## config.mk

```make
export PLATFORM = sky130hd
export DESIGN_NAME = branch_resolve_unit_flat
export DESIGN_NICKNAME = d
export VERILOG_FILES = /design/src/rtl/branch_resolve_unit_if.sv /design/src/rtl/branch_resolve_unit.sv /design/src/flat_wrapper.sv
export SDC_FILE = /design/constraint.sdc
export NUM_CORES = 1
export LEC_CHECK = 0
export BUFFER_PORTS_ARGS = -buffer_cell sky130_fd_sc_hd__clkbuf_2
export CAP_MARGIN = 20
export CORE_MARGIN = 2
export CORE_UTILIZATION = 39
export CTS_BUF_LIST = sky130_fd_sc_hd__clkbuf_2 sky130_fd_sc_hd__clkbuf_4 sky130_fd_sc_hd__clkbuf_8
export DETAILED_ROUTE_END_ITERATION = 16
export GPL_ROUTABILITY_DRIVEN = 0
export HOLD_SLACK_MARGIN = 0.05
export PLACE_DENSITY = 0.61
export SETUP_SLACK_MARGIN = 0.05
export SLEW_MARGIN = 5
export SYNTH_ARGS = -nofsm -noshare
export SYNTH_HDL_FRONTEND = slang
export SYNTH_SLANG_ARGS = --single-unit
```

## constraint.sdc

```tcl
create_clock -name clock -period 3.9 [get_ports clock]
set_input_delay 0.195 -clock clock [delete_from_list [all_inputs] [get_ports clock]]
set_output_delay 0.195 -clock clock [all_outputs]
set_load 0.02 [all_outputs]
```

## src/rtl/branch_resolve_unit_if.sv

```systemverilog
// Issue-side and result-side handshake bundle for the branch resolve unit.
// The master side issues operations and consumes results, while the slave side is the unit itself.
interface branch_resolve_unit_if #(
    parameter int NUM_CH = 2,
    parameter int TAG_W  = 5
);
    localparam int FUNC_W = 4;

    logic [NUM_CH-1:0]             in_valid;
    logic [NUM_CH-1:0]             in_ready;
    logic [NUM_CH-1:0][31:0]       in_rs1;
    logic [NUM_CH-1:0][31:0]       in_rs2;
    logic [NUM_CH-1:0][FUNC_W-1:0] in_func;
    logic [NUM_CH-1:0][31:0]       in_pc;
    logic [NUM_CH-1:0][31:0]       in_offset;
    logic [NUM_CH-1:0]             in_pred_taken;
    logic [NUM_CH-1:0][31:0]       in_pred_target;
    logic [NUM_CH-1:0][TAG_W-1:0]  in_tag;

    logic [NUM_CH-1:0]             out_valid;
    logic [NUM_CH-1:0]             out_ready;
    logic [NUM_CH-1:0]             out_taken;
    logic [NUM_CH-1:0][31:0]       out_target;
    logic [NUM_CH-1:0][31:0]       out_link;
    logic [NUM_CH-1:0]             out_mispredict;
    logic [NUM_CH-1:0][TAG_W-1:0]  out_tag;

    modport master (
        output in_valid, in_rs1, in_rs2, in_func, in_pc, in_offset,
               in_pred_taken, in_pred_target, in_tag, out_ready,
        input  in_ready, out_valid, out_taken, out_target, out_link,
               out_mispredict, out_tag
    );

    modport slave (
        input  in_valid, in_rs1, in_rs2, in_func, in_pc, in_offset,
               in_pred_taken, in_pred_target, in_tag, out_ready,
        output in_ready, out_valid, out_taken, out_target, out_link,
               out_mispredict, out_tag
    );
endinterface

```

## src/rtl/branch_resolve_unit.sv

```systemverilog
// Multi-channel two-stage branch resolver: S1 captures operands, S2 holds the resolved result.
// A registered redirect is raised for the oldest mispredicting retirement, and the retired mispredicts are counted with saturation.
module branch_resolve_unit #(
    parameter int NUM_CH = 2,
    parameter int TAG_W  = 5
) (
    input  logic                 clock,
    input  logic                 reset,
    input  logic                 flush,
    branch_resolve_unit_if.slave bus,
    output logic                 redirect_valid,
    output logic [31:0]          redirect_pc,
    output logic [TAG_W-1:0]     redirect_tag,
    output logic [15:0]          mispred_count
);
    localparam logic [3:0] F_EQ   = 4'd0;
    localparam logic [3:0] F_NE   = 4'd1;
    localparam logic [3:0] F_LT   = 4'd2;
    localparam logic [3:0] F_GE   = 4'd3;
    localparam logic [3:0] F_LTU  = 4'd4;
    localparam logic [3:0] F_GEU  = 4'd5;
    localparam logic [3:0] F_JAL  = 4'd6;
    localparam logic [3:0] F_JALR = 4'd7;

    logic [NUM_CH-1:0]            mis_retire;
    logic [NUM_CH-1:0][31:0]      s2_target;
    logic [NUM_CH-1:0][TAG_W-1:0] s2_tag;

    for (genvar gi = 0; gi < NUM_CH; gi++) begin : g_ch
        logic             s1_valid_reg, s1_pred_taken_reg;
        logic [3:0]       s1_func_reg;
        logic [31:0]      s1_rs1_reg, s1_rs2_reg, s1_pc_reg, s1_offset_reg, s1_pred_target_reg;
        logic [TAG_W-1:0] s1_tag_reg;
        logic             s2_valid_reg, s2_taken_reg, s2_mispredict_reg;
        logic [31:0]      s2_target_reg, s2_link_reg;
        logic [TAG_W-1:0] s2_tag_reg;
        logic             s2_load, s1_move, accept;
        logic             taken_next, mispredict_next;
        logic [31:0]      target_next, link_next;

        // S2 can take a new entry when it is empty or its result leaves this cycle.
        assign s2_load          = !s2_valid_reg || bus.out_ready[gi];
        assign s1_move          = s1_valid_reg && s2_load;
        assign bus.in_ready[gi] = !s1_valid_reg || s2_load;
        assign accept           = bus.in_valid[gi] && bus.in_ready[gi] && !flush;

        always_comb begin
            taken_next = 1'b0;
            case (s1_func_reg)
                F_EQ:    taken_next = (s1_rs1_reg == s1_rs2_reg);
                F_NE:    taken_next = (s1_rs1_reg != s1_rs2_reg);
                F_LT:    taken_next = ($signed(s1_rs1_reg) <  $signed(s1_rs2_reg));
                F_GE:    taken_next = ($signed(s1_rs1_reg) >= $signed(s1_rs2_reg));
                F_LTU:   taken_next = (s1_rs1_reg <  s1_rs2_reg);
                F_GEU:   taken_next = (s1_rs1_reg >= s1_rs2_reg);
                F_JAL:   taken_next = 1'b1;
                F_JALR:  taken_next = 1'b1;
                default: taken_next = 1'b0;
            endcase
            link_next = s1_pc_reg + 32'd4;
            if (s1_func_reg == F_JALR)
                target_next = (s1_rs1_reg + s1_offset_reg) & 32'hFFFF_FFFE;
            else if (taken_next)
                target_next = s1_pc_reg + s1_offset_reg;
            else
                target_next = link_next;
            // A correctly predicted not-taken branch ignores the predicted target.
            mispredict_next = (taken_next != s1_pred_taken_reg) ||
                              (taken_next && (target_next != s1_pred_target_reg));
        end

        always_ff @(posedge clock or negedge reset) begin
            if (!reset) begin
                s1_valid_reg       <= 1'b0;
                s1_pred_taken_reg  <= 1'b0;
                s1_func_reg        <= '0;
                s1_rs1_reg         <= '0;
                s1_rs2_reg         <= '0;
                s1_pc_reg          <= '0;
                s1_offset_reg      <= '0;
                s1_pred_target_reg <= '0;
                s1_tag_reg         <= '0;
                s2_valid_reg       <= 1'b0;
                s2_taken_reg       <= 1'b0;
                s2_mispredict_reg  <= 1'b0;
                s2_target_reg      <= '0;
                s2_link_reg        <= '0;
                s2_tag_reg         <= '0;
            end else begin
                if (flush)
                    s1_valid_reg <= 1'b0;
                else if (bus.in_ready[gi])
                    s1_valid_reg <= bus.in_valid[gi];
                if (accept) begin
                    s1_pred_taken_reg  <= bus.in_pred_taken[gi];
                    s1_func_reg        <= bus.in_func[gi];
                    s1_rs1_reg         <= bus.in_rs1[gi];
                    s1_rs2_reg         <= bus.in_rs2[gi];
                    s1_pc_reg          <= bus.in_pc[gi];
                    s1_offset_reg      <= bus.in_offset[gi];
                    s1_pred_target_reg <= bus.in_pred_target[gi];
                    s1_tag_reg         <= bus.in_tag[gi];
                end
                if (flush)
                    s2_valid_reg <= 1'b0;
                else if (s2_load)
                    s2_valid_reg <= s1_valid_reg;
                if (!flush && s1_move) begin
                    s2_taken_reg      <= taken_next;
                    s2_mispredict_reg <= mispredict_next;
                    s2_target_reg     <= target_next;
                    s2_link_reg       <= link_next;
                    s2_tag_reg        <= s1_tag_reg;
                end
            end
        end

        assign bus.out_valid[gi]      = s2_valid_reg;
        assign bus.out_taken[gi]      = s2_taken_reg;
        assign bus.out_target[gi]     = s2_target_reg;
        assign bus.out_link[gi]       = s2_link_reg;
        assign bus.out_mispredict[gi] = s2_mispredict_reg;
        assign bus.out_tag[gi]        = s2_tag_reg;
        assign mis_retire[gi]  = s2_valid_reg && bus.out_ready[gi] && s2_mispredict_reg;
        assign s2_target[gi]   = s2_target_reg;
        assign s2_tag[gi]      = s2_tag_reg;
    end

    logic             hit;
    logic [31:0]      sel_pc;
    logic [TAG_W-1:0] sel_tag;
    logic [16:0]      count_sum;

    always_comb begin
        hit       = 1'b0;
        sel_pc    = '0;
        sel_tag   = '0;
        count_sum = {1'b0, mispred_count};
        // Walk from youngest to oldest so the lowest index is the final winner.
        for (int c = NUM_CH - 1; c >= 0; c--) begin
            if (mis_retire[c]) begin
                hit     = 1'b1;
                sel_pc  = s2_target[c];
                sel_tag = s2_tag[c];
            end
            count_sum = count_sum + 17'(mis_retire[c]);
        end
    end

    always_ff @(posedge clock or negedge reset) begin
        if (!reset) begin
            redirect_valid <= 1'b0;
            redirect_pc    <= '0;
            redirect_tag   <= '0;
            mispred_count  <= '0;
        end else begin
            redirect_valid <= !flush && hit;
            if (!flush && hit) begin
                redirect_pc  <= sel_pc;
                redirect_tag <= sel_tag;
            end
            if (!flush)
                mispred_count <= count_sum[16] ? 16'hFFFF : count_sum[15:0];
        end
    end
endmodule

```

## src/flat_wrapper.sv

```systemverilog
// flat-port wrapper written by rule: the top's interface ports become plain ports
module branch_resolve_unit_flat 
#(
    parameter int NUM_CH = 2,
    parameter int TAG_W  = 5
)
  (clock, reset, flush, redirect_valid, redirect_pc, redirect_tag, mispred_count, bus_in_valid, bus_in_rs1, bus_in_rs2, bus_in_func, bus_in_pc, bus_in_offset, bus_in_pred_taken, bus_in_pred_target, bus_in_tag, bus_out_ready, bus_in_ready, bus_out_valid, bus_out_taken, bus_out_target, bus_out_link, bus_out_mispredict, bus_out_tag);
  branch_resolve_unit_if #(.NUM_CH(NUM_CH), .TAG_W(TAG_W)) bus_i ();
  input  logic clock;
  input  logic reset;
  input  logic flush;
  output logic redirect_valid;
  output logic [31:0] redirect_pc;
  output logic [TAG_W-1:0] redirect_tag;
  output logic [15:0] mispred_count;
  input wire logic [$bits(bus_i.in_valid)-1:0] bus_in_valid;
  input wire logic [$bits(bus_i.in_rs1)-1:0] bus_in_rs1;
  input wire logic [$bits(bus_i.in_rs2)-1:0] bus_in_rs2;
  input wire logic [$bits(bus_i.in_func)-1:0] bus_in_func;
  input wire logic [$bits(bus_i.in_pc)-1:0] bus_in_pc;
  input wire logic [$bits(bus_i.in_offset)-1:0] bus_in_offset;
  input wire logic [$bits(bus_i.in_pred_taken)-1:0] bus_in_pred_taken;
  input wire logic [$bits(bus_i.in_pred_target)-1:0] bus_in_pred_target;
  input wire logic [$bits(bus_i.in_tag)-1:0] bus_in_tag;
  input wire logic [$bits(bus_i.out_ready)-1:0] bus_out_ready;
  output wire logic [$bits(bus_i.in_ready)-1:0] bus_in_ready;
  output wire logic [$bits(bus_i.out_valid)-1:0] bus_out_valid;
  output wire logic [$bits(bus_i.out_taken)-1:0] bus_out_taken;
  output wire logic [$bits(bus_i.out_target)-1:0] bus_out_target;
  output wire logic [$bits(bus_i.out_link)-1:0] bus_out_link;
  output wire logic [$bits(bus_i.out_mispredict)-1:0] bus_out_mispredict;
  output wire logic [$bits(bus_i.out_tag)-1:0] bus_out_tag;
  assign bus_i.in_valid = bus_in_valid;
  assign bus_i.in_rs1 = bus_in_rs1;
  assign bus_i.in_rs2 = bus_in_rs2;
  assign bus_i.in_func = bus_in_func;
  assign bus_i.in_pc = bus_in_pc;
  assign bus_i.in_offset = bus_in_offset;
  assign bus_i.in_pred_taken = bus_in_pred_taken;
  assign bus_i.in_pred_target = bus_in_pred_target;
  assign bus_i.in_tag = bus_in_tag;
  assign bus_i.out_ready = bus_out_ready;
  assign bus_in_ready = bus_i.in_ready;
  assign bus_out_valid = bus_i.out_valid;
  assign bus_out_taken = bus_i.out_taken;
  assign bus_out_target = bus_i.out_target;
  assign bus_out_link = bus_i.out_link;
  assign bus_out_mispredict = bus_i.out_mispredict;
  assign bus_out_tag = bus_i.out_tag;
  branch_resolve_unit #(.NUM_CH(NUM_CH), .TAG_W(TAG_W)) u_core (.clock(clock), .reset(reset), .flush(flush), .bus(bus_i), .redirect_valid(redirect_valid), .redirect_pc(redirect_pc), .redirect_tag(redirect_tag), .mispred_count(mispred_count));
endmodule
```

======== After elaboration in Yosys (flattened, before gate mapping) ========
Cells that the tools add are included.
cells by class
  add/subtract/negate cells ............... 8
  $mul .................................... 0
  div/mod/pow operators ................... 0
  order comparisons ....................... 8
  equal/unequal tests ..................... 22
  shift operators ......................... 0
  multiplexer cells ....................... 21
  bitwise gates (word level) .............. 0
  reductions and logical operators ........ 34
operators with widths
  kind                   number
  $mux 32                6
  $add 32x32->32         4
  $ge 32x32->1           4
  $lt 32x32->1           4
  $ne 32x32->1           4
  $add 32x3->32 const B  2
  $eq 32x32->1           2
  $eq 4x3->1 const B     8
  $add 16x1->17          1
  $add 17x1->17          1
  $eq 4x2->1 const B     4
  $mux 16                1
  $logic_and 1x1->1      15
  $pmux 1 s7             2
  $mux 1                 10
  $mux 5                 2
  $eq 4x1->1 const B     2
  $logic_not 4->1        2
  $reduce_bool 2->1      4
  $logic_or 1x1->1       6
  $logic_not 1->1        5
  $reduce_or 2->1        2
  $ne 1x1->1             2
word-level totals
  register bits ........................... 540
  latch bits .............................. 0
  memory bits (writable) .................. 0
  bits in read-only memories .............. 0
  input bits .............................. 347
  logic and storage cells ................. 127
  memories kept ........................... 0

======== Longest topological paths before layout ========
Gate-level depths: netlist (run 1).
  word-level depth ........................ 8
  mapped depth ............................ 17

======== Worst setup path after synthesis (run 1) ========
No wires, ideal clock.
  path kind ............................... reg2reg
  from .................................... reg u_core.g_ch[1].s1_rs1_reg[15]
  to ...................................... reg u_core.g_ch[1].s2_mispredict_reg
  setup time .............................. 123 ps
  arrival time ............................ 4085 ps
  setup slack ............................. -308 ps
  cell stages (with the launch flop) ...... 16
  period minus slack after synthesis ...... 4208 ps
  cell sequence ........................... dfrtp_1 > ha_1 > nand4_2 > or4_1 > or4_4 > mux2_4 > a221oi_2 > o22ai_2 > or3_4 > buf_6 > and3_1 > a211o_1 > a2111oi_2 > o2111ai_1 > nor4_2 > nor2_1
on the way
  cells in the longest elaborated chain, start to end .. 7
  elaborated cells on any way between the ends .. 14
  those cells by class .................... add/sub: 1; order compare: 4; eq/ne: 4; mux: 3; reduce/logical: 2
ends and longest elaborated chain
  what                                  line                        source
  start, declared                       branch_resolve_unit.sv:32   logic [31:0] s1_rs1_reg, s1_rs2_reg, s1_pc_reg, s1_offset_reg, s1_pred_target_reg;
  start signal, assigned                branch_resolve_unit.sv:97   s1_rs1_reg <= bus.in_rs1[gi];
  $ge 32x32->1 (tied with other cells)  branch_resolve_unit.sv:55   F_GEU: taken_next = (s1_rs1_reg >= s1_rs2_reg);
  $pmux 1 s7                            branch_resolve_unit.sv:49   case (s1_func_reg)
  $mux 32                               branch_resolve_unit.sv:63   else if (taken_next)
  $mux 32                               branch_resolve_unit.sv:61   if (s1_func_reg == F_JALR)
  $ne 32x32->1                          branch_resolve_unit.sv:69   (taken_next && (target_next != s1_pred_target_reg));
  $logic_and 1x1->1                     branch_resolve_unit.sv:69
  $logic_or 1x1->1 *                    branch_resolve_unit.sv:68   mispredict_next = (taken_next != s1_pred_taken_reg) ||
  end signal, assigned                  branch_resolve_unit.sv:110  s2_mispredict_reg <= mispredict_next;
  end, declared                         branch_resolve_unit.sv:34   logic s2_valid_reg, s2_taken_reg, s2_mispredict_reg;
Mark *: on every way between the ends. The rest lies on a longest branch, timed or not.
A chain may end at the register's enable or synchronous reset.

======== Worst setup path after layout (run 1) ========
  from .................................... reg u_core.g_ch[1].s1_rs2_reg[7]
  to ...................................... reg u_core.g_ch[1].s2_mispredict_reg
on the way
  cells in the longest elaborated chain, start to end .. 7
  elaborated cells on any way between the ends .. 13
  those cells by class .................... order compare: 4; eq/ne: 4; mux: 3; reduce/logical: 2
ends and longest elaborated chain
  what                                  line                       source
  start, declared                       branch_resolve_unit.sv:32
  start signal, assigned                branch_resolve_unit.sv:98  s1_rs2_reg <= bus.in_rs2[gi];
  $ge 32x32->1 (tied with other cells)  branch_resolve_unit.sv:55
  $pmux 1 s7 *                          branch_resolve_unit.sv:49
  $mux 32                               branch_resolve_unit.sv:63
  $mux 32                               branch_resolve_unit.sv:61
  $ne 32x32->1                          branch_resolve_unit.sv:69
  $logic_and 1x1->1                     branch_resolve_unit.sv:69
  $logic_or 1x1->1 *                    branch_resolve_unit.sv:68
Marked as above.

==> results of run 1 <==
==> kinds of logic (layout without fill, tap and decap cells) <==
family          after synthesis  count (layout)
compound gates              781             781
xor+xnor                    206             206
fa+ha+maj                   194             194
buf+inv                     275            1777
flops                       540             540
mux                         418             418
other cells                   0               8
simple gates               1011            1011
==> worst max-delay path: cells and delay by family, from the launching register on <==
kind	cells	cell delay [ns]
simple gates	8	2.32
mux	2	0.62
compound gates	3	0.55
buf+inv	3	0.40
flops	1	0.36
fa+ha+maj	1	0.27
==> path summary, 6_finish.rpt <==
path | start | endpoint | slack, ns | cells past startpoint
worst max-delay path | u_core.g_ch[1].s1_rs2_reg[7]$_DFFE_PN0P_ | u_core.g_ch[1].s2_mispredict_reg$_DFFE_PN0P_ | -0.73 | 17
worst min-delay path | reset | u_core.g_ch[0].s1_offset_reg[19]$_DFFE_PN0P_ | 0.17 | 3
worst max register to register | u_core.g_ch[1].s1_rs2_reg[7]$_DFFE_PN0P_ | u_core.g_ch[1].s2_mispredict_reg$_DFFE_PN0P_ | -0.73 | 17
worst min register to register | u_core.g_ch[1].s1_tag_reg[2]$_DFFE_PN0P_ | u_core.g_ch[1].s2_tag_reg[2]$_DFFE_PN0P_ | 0.46 | 2
max in group asynchronous | reset | u_core.g_ch[1].s1_rs1_reg[28]$_DFFE_PN0P_ | 3.10 | 3
min in group clock | bus_in_rs1[24] | u_core.g_ch[0].s1_rs1_reg[24]$_DFFE_PN0P_ | 0.18 | 3
==> layer usage <==
metal / share of wire, % / vias to the layer above
met4: 3.9 / 0
li1: - / 15300
met5: 0 / -
met2: 44 / 1426
met1: 43 / 16000
met3: 9.0 / 298
==> per-stage QoR <==
stage	std cells	instance area (um2)
2_1_floorplan	3425	33400
3_3_place_gp	5508	41200
3_5_place_dp	5508	41200
4_1_cts	6063	47600
5_1_grt	6076	48100
6_report	6079	48100
==> power by group through the flow <==
stage	Combinational [uW]	Sequential, uW	Clock, uW
final	13700	8250	5820
after global routing	14800	8350	6160
after CTS	13100	8210	5920
after detailed placement	12300	8280	0
after global placement	12200	8260	0
after floorplan	6250	8540	0
==> area by class of cell <==
cell class                      count  area [um2]  share of cell area [%]
Antenna cell                        8        20.0                  0.0416
Clock buffer                      149        1860                    3.87
Clock inverter                     29         238                   0.494
Inverter                          130         488                    1.01
Multi-Input combinational cell   2610       19800                    41.1
Sequential cell                   540       13500                    28.1
Tap cell                         1144        1430                    2.98
Timing Repair Buffer             1469       10800                    22.4
==> Yosys cell counts, drive strengths merged (23+ instances only) <==
cell / instances
dfrtp: 540
nand2: 373
mux2: 351
nor2: 238
o21ai: 207
a21oi: 206
ha: 189
inv: 130
clkbuf: 124
xnor2: 108
xor2: 93
nand3: 81
mux2i: 67
a21o: 55
nor3: 48
nand4: 46
and3: 44
a211oi: 39
o211ai: 36
o31ai: 25
and2: 23
nand2b: 23
nor2b: 23
nor4: 23
or3: 23
==> what timing repair did <==
item,4_1_cts,5_1_grt
setup endpoints to repair,27,38
gates resized for setup,108,92
hold endpoints to repair,800,0
cloned,1,0
pin swaps,42,45
hold buffers,353,0
setup buffers,25,10
==> metrics.cfg, run 1 <==
[clock_tree]
clockRootBuffer=clkbuf_8
cts.path.max_buffers=3
clock_latency_ns=0.79
htreeDepth=3
cts_tree=yes
clk_pin_slew_ns=0.07
clkSinkCount=540
cts_buffers=98

[logic_synthesis]
synth_area_mm2=0.0334
synthAdderAreaFrac_pct=7.39
synth.distinct_cells=88
ys_ff_latch=540
synth_top_flop_cell=dfrtp_1
synth_top_area_cell=dfrtp_1
synth_top_family_by_area=compound AO/OA/AOI/OAI gates
ys_seq_area_share_pct=40.5
synth_fp_nets=3966
avgSynthCellArea_um2=9.74
synth_cells=3425
synth-edff-count=0
synth_compound_area_share_pct=15.1
synth-simple-area-share_pct=14.3
synthMuxAreaShare_pct=13.9
synth_top_area_share_pct=40.5
ys_warn_count=0
synthArstFlopShare_pct=100
ys_top_cells_by_area=dfrtp_1, mux2_2, ha_1, nand2_1, o21ai_0
yosys.area_share.xor_xnor_pct=5.62

[pwr]
vdd_drop_max_mv=0.469
pwr_density_cell_mw_per_mm2=579
intPower_uw=16300
p_sw_uw=11500
seqPwrFrac_pct=29.7
p_leak_uw=0.0229
power_uw=27800
p_sw_share_pct=41.3
pwr-share-comb_pct=49.4
clockPowerShare_pct=20.9

[global_routing]
grt_start_max_net_pins=110
grt_pass1_wl_mm=194
grtUsageMet3_pct=7.37
grtUsageTotal_pct=29.1
grt_pass1_vias=32500
antenna_found_initial=6
top_usage_layer=met2
use_met2_pct=45.1
grt_overflow=0
grt_use_met1_pct=39.2

[drt]
wl_per_cell_um=21.6
drtIter0Drc=2720
drc_errors=0
viasPerCell=5.43
dr.pass1.iters=7
vias=33000
wirelength_mm=131
antenna_left=0

[final_layout]
final_common_cell=buf_4
fin_util_pct=56.6
areaGrowthSynthToFinish_pct=44.1
nets=5390
drive_gt1_share_pct=36.7
layout_common_cells=buf_4, clkbuf_2, dfrtp_1
nFillCells=7370

[place]
dp_hpwl_mm=98.6
pre_cts_slack_ns=-0.886
io_buffers=546

[die]
core_area_mm2=0.0850
num_io_pins=547
die-area_mm2=0.0879
die_h_um=297
initial_core_util_pct=39.3
die_width_um=297
placementRows=107

[sta]
relSlewSlack_pct=37.4
drv_slew=0
final.setup.worst_slack_ns=-0.725
holdWs_ns=0.170
finalCritPeriodShare_pct=119
rsz0062_at_grt=true
worst_slew_pin_slew_ns=0.936
finalHoldViolCount=0
fmax_ghz=0.216
fin_crit_ns=4.63
final.setup_skew_ns=0.0441
setup_viol=19
setup_tns_ns=-3.74

[run]
maxCapViolCount=0

[setup_path]
start_kind=register
crit_chain=inv_1 > ha_4 > nand4_1 > or4_4 > or4_4 > mux2_4 > a221oi_4 > o22ai_2 > or3_4 > buf_4 > buf_4 > mux2_4 > o211ai_1 > nor3b_2 > nand4_1 > nor4_2 > nor2_1
cp_max_fo=5
slowest_delay_ns=0.58
cp.required_ns=4.56
worst_path_max_delay_cell=or4_4
path_class=register to register
crit_arrival_ns=5.28
endpoint_kind=register

[status]
outcome=finished, violations left
violations=setup timing

[worst_hold_path]
hold_path.class=input pin to async pin

Note: power is estimated with default switching activity, not from simulation.
==> run 2, diff against run 1 <==
Settings changed: ABC_CLOCK_PERIOD_IN_PS set to 3900, CORE_MARGIN 2 to 5.
==> run 2 against run 1 <==
Net effect: the flow still finishes with violations (setup timing); non-clock buffer count decreased by 3; first-iteration DRC count grew 1.3%; sequential power about the same; sequential share of layout area is 0.092 points lower; combinational power is essentially flat; die area grew 4.1%; clock-buffer cell count is 5 lower; clock skew grew 0.0027 ns; clock power increased by 3%; critical path type unchanged; largest power group unchanged.
==> metrics.cfg, run 2 (synthesized netlist as in run 1, its figures left out) <==
[final_layout]
final_common_cell=clkbuf_2
areaGrowthSynthToFinish_pct=44.6
nFillCells=7280  ; -1.2%
layout_common_cells=clkbuf_2, dfrtp_1, buf_4
fin_util_pct=56.8  ; +0.18 points
nets=5386  ; -0.074%
drive_gt1_share_pct=36.9  ; +0.14 points
finish.instance_area_mm2=0.0483  ; +0.32%

[clock_tree]
cts_tree=yes
cts_buffers=97  ; -1.0%
clkSinkCount=540  ; unchanged
cts.path.max_buffers=3  ; unchanged
clk_pin_slew_ns=0.06  ; about the same
htreeDepth=3  ; unchanged
clock_latency_ns=0.77  ; -0.02 ns
clockRootBuffer=clkbuf_8

[drt]
wl_per_cell_um=22.0  ; +2.0%
wirelength_mm=134  ; +2.0%
drc_errors=0  ; unchanged
antenna_left=0  ; unchanged
drtIter0Drc=2755  ; +1.3%
vias=32900  ; -0.18%
dr.pass1.iters=6  ; -1
viasPerCell=5.42  ; -0.15%

[global_routing]
grt_pass1_wl_mm=199  ; +2.5%
antenna_found_initial=11  ; +5
grtUsageTotal_pct=28.3  ; -0.78 points
grt_start_max_net_pins=100  ; -9.1%
grt_overflow=0  ; unchanged
grt_pass1_vias=33100  ; +1.8%

[place]
place_area_mm2=0.0413  ; +0.20%
dp_hpwl_mm=100  ; +1.9%
io_buffers=546  ; unchanged

[die]
num_io_pins=547  ; unchanged
placementRows=107  ; unchanged
initial_core_util_pct=39.3  ; unchanged
die-area_mm2=0.0915  ; +4.1%
die_h_um=303  ; +2.0%
core_area_mm2=0.0850  ; unchanged
die_width_um=303  ; +2.0%

[setup_path]
crit_buf_inv=3  ; unchanged
slowest_delay_ns=0.57  ; about the same
path_class=register to register
crit_chain=inv_1 > ha_1 > nand4_1 > or4_4 > or4_4 > mux2_4 > a221oi_2 > o22ai_2 > or3_4 > buf_12 > mux2_4 > o211ai_1 > nor3b_2 > nand4_1 > buf_4 > nor4_2 > nor2_1
reg2reg_from=u_core.g_ch[1].s1_rs2_reg[9]$_DFFE_PN0P_
critPathLaunch=u_core.g_ch[1].s1_rs2_reg[9]$_DFFE_PN0P_
endpoint_kind=register
crit_arrival_ns=5.13  ; -0.15 ns
start_kind=register
cp.required_ns=4.56  ; about the same
cp_max_fo=8  ; +3
path_delay_family=simple AND/OR/NAND/NOR gates
worst_path_max_delay_cell=or4_4

[pwr]
pwr_density_cell_mw_per_mm2=580  ; +0.33%
p_leak_uw=0.0229  ; +0.23%
vdd_drop_max_mv=0.451  ; -3.7%

[sta]
finalCritPeriodShare_pct=115  ; -4.0 points
final.setup.worst_slack_ns=-0.568  ; +0.157 ns
setup_viol=22  ; +3
rsz0062_at_grt=true
fmax_ghz=0.224  ; +3.5%
worst_slew_pin_slew_ns=0.988  ; +0.0524 ns
finalHoldViolCount=0  ; unchanged
fin_crit_ns=4.47  ; -0.157 ns
drv_slew=0  ; unchanged
relSlewSlack_pct=34.1  ; -3.3 points
final.setup_skew_ns=0.0468  ; +0.00270 ns

[worst_hold_path]
hold_path.class=input pin to async pin

[status]
outcome=finished, violations left
violations=setup timing

[run]
maxCapViolCount=0  ; unchanged

run 2: metrics by stage:
stage / std cells / TNS, ns / hold WS (ns) / total power, uW / worst slack (ns)
after global placement: 5507 / -3.13 / 0.314 / 20400 / -0.634
after CTS: 6053 / -2.89 / 0.0511 / 27400 / -0.561
after global routing: 6074 / -6.75 / 0.114 / 29500 / -0.724
final: 6077 / -3.68 / 0.0656 / 28000 / -0.568
after detailed placement: 5508 / -4.19 / 0.312 / 20600 / -0.698
after floorplan: 3425 / -0.281 / -0.101 / 14800 / -0.281
run 2: timing repair:
action / in CTS / in global routing
hold buffers: 352 / 0
pin swaps: 52 / 54
setup endpoints to repair: 27 / 37
resized for setup: 115 / 100
endpoints found under the hold margin: 503 / 0
buffers inserted: 16 / 16
run 2: worst paths after layout:
path | endpoint | slack (ns) | cells after the start
max | u_core.g_ch[1].s2_mispredict_reg$_DFFE_PN0P_ | -0.57 | 17
min | u_core.g_ch[0].s1_rs2_reg[6]$_DFFE_PN0P_ | 0.07 | 2
max reg2reg | u_core.g_ch[1].s2_mispredict_reg$_DFFE_PN0P_ | -0.57 | 17
min reg2reg | u_core.g_ch[1].s2_tag_reg[0]$_DFFE_PN0P_ | 0.47 | 2
max in group asynchronous | u_core.g_ch[1].s1_offset_reg[3]$_DFFE_PN0P_ | 2.69 | 4
min in group clock | u_core.g_ch[1].s1_rs2_reg[20]$_DFFE_PN0P_ | 0.18 | 3
run 2: final cells by class:
cell class | instances | area [um2] | share of cell area, %
inverters | 130 | 488 | 1.01
repair buffers | 1466 | 10800 | 22.4
flip-flops and latches | 540 | 13500 | 28.0
clock inverters | 34 | 300 | 0.622
well taps | 1144 | 1430 | 2.97
multi-input cells | 2610 | 19800 | 41.0
diodes | 9 | 22.5 | 0.0467
clock buffers | 144 | 1890 | 3.91
run 2: report_power, final:
part	switching, uW	internal [uW]
registers	1460	6820
logic	7470	6240
clock network	2640	3380
run 2: layer usage:
layer  wire, um  share of wire [%]  GRT usage, %
met4       4790                3.6          9.37
met3      11800                8.8          7.46
met1      57300                 43          38.4
met2      60100                 45          44.3
met5         13             0.0097             0
run 2: worst register-to-register path, stage by stage (launching register included):
cell,delay (ns)
dfrtp_1,0.42
inv_1,0.07
ha_1,0.30
nand4_1,0.12
or4_4,0.57
or4_4,0.45
mux2_4,0.32
a221oi_2,0.24
o22ai_2,0.15
or3_4,0.39
buf_12,0.17
mux2_4,0.30
o211ai_1,0.15
nor3b_2,0.18
nand4_1,0.10
buf_4,0.17
nor4_2,0.20
nor2_1,0.06
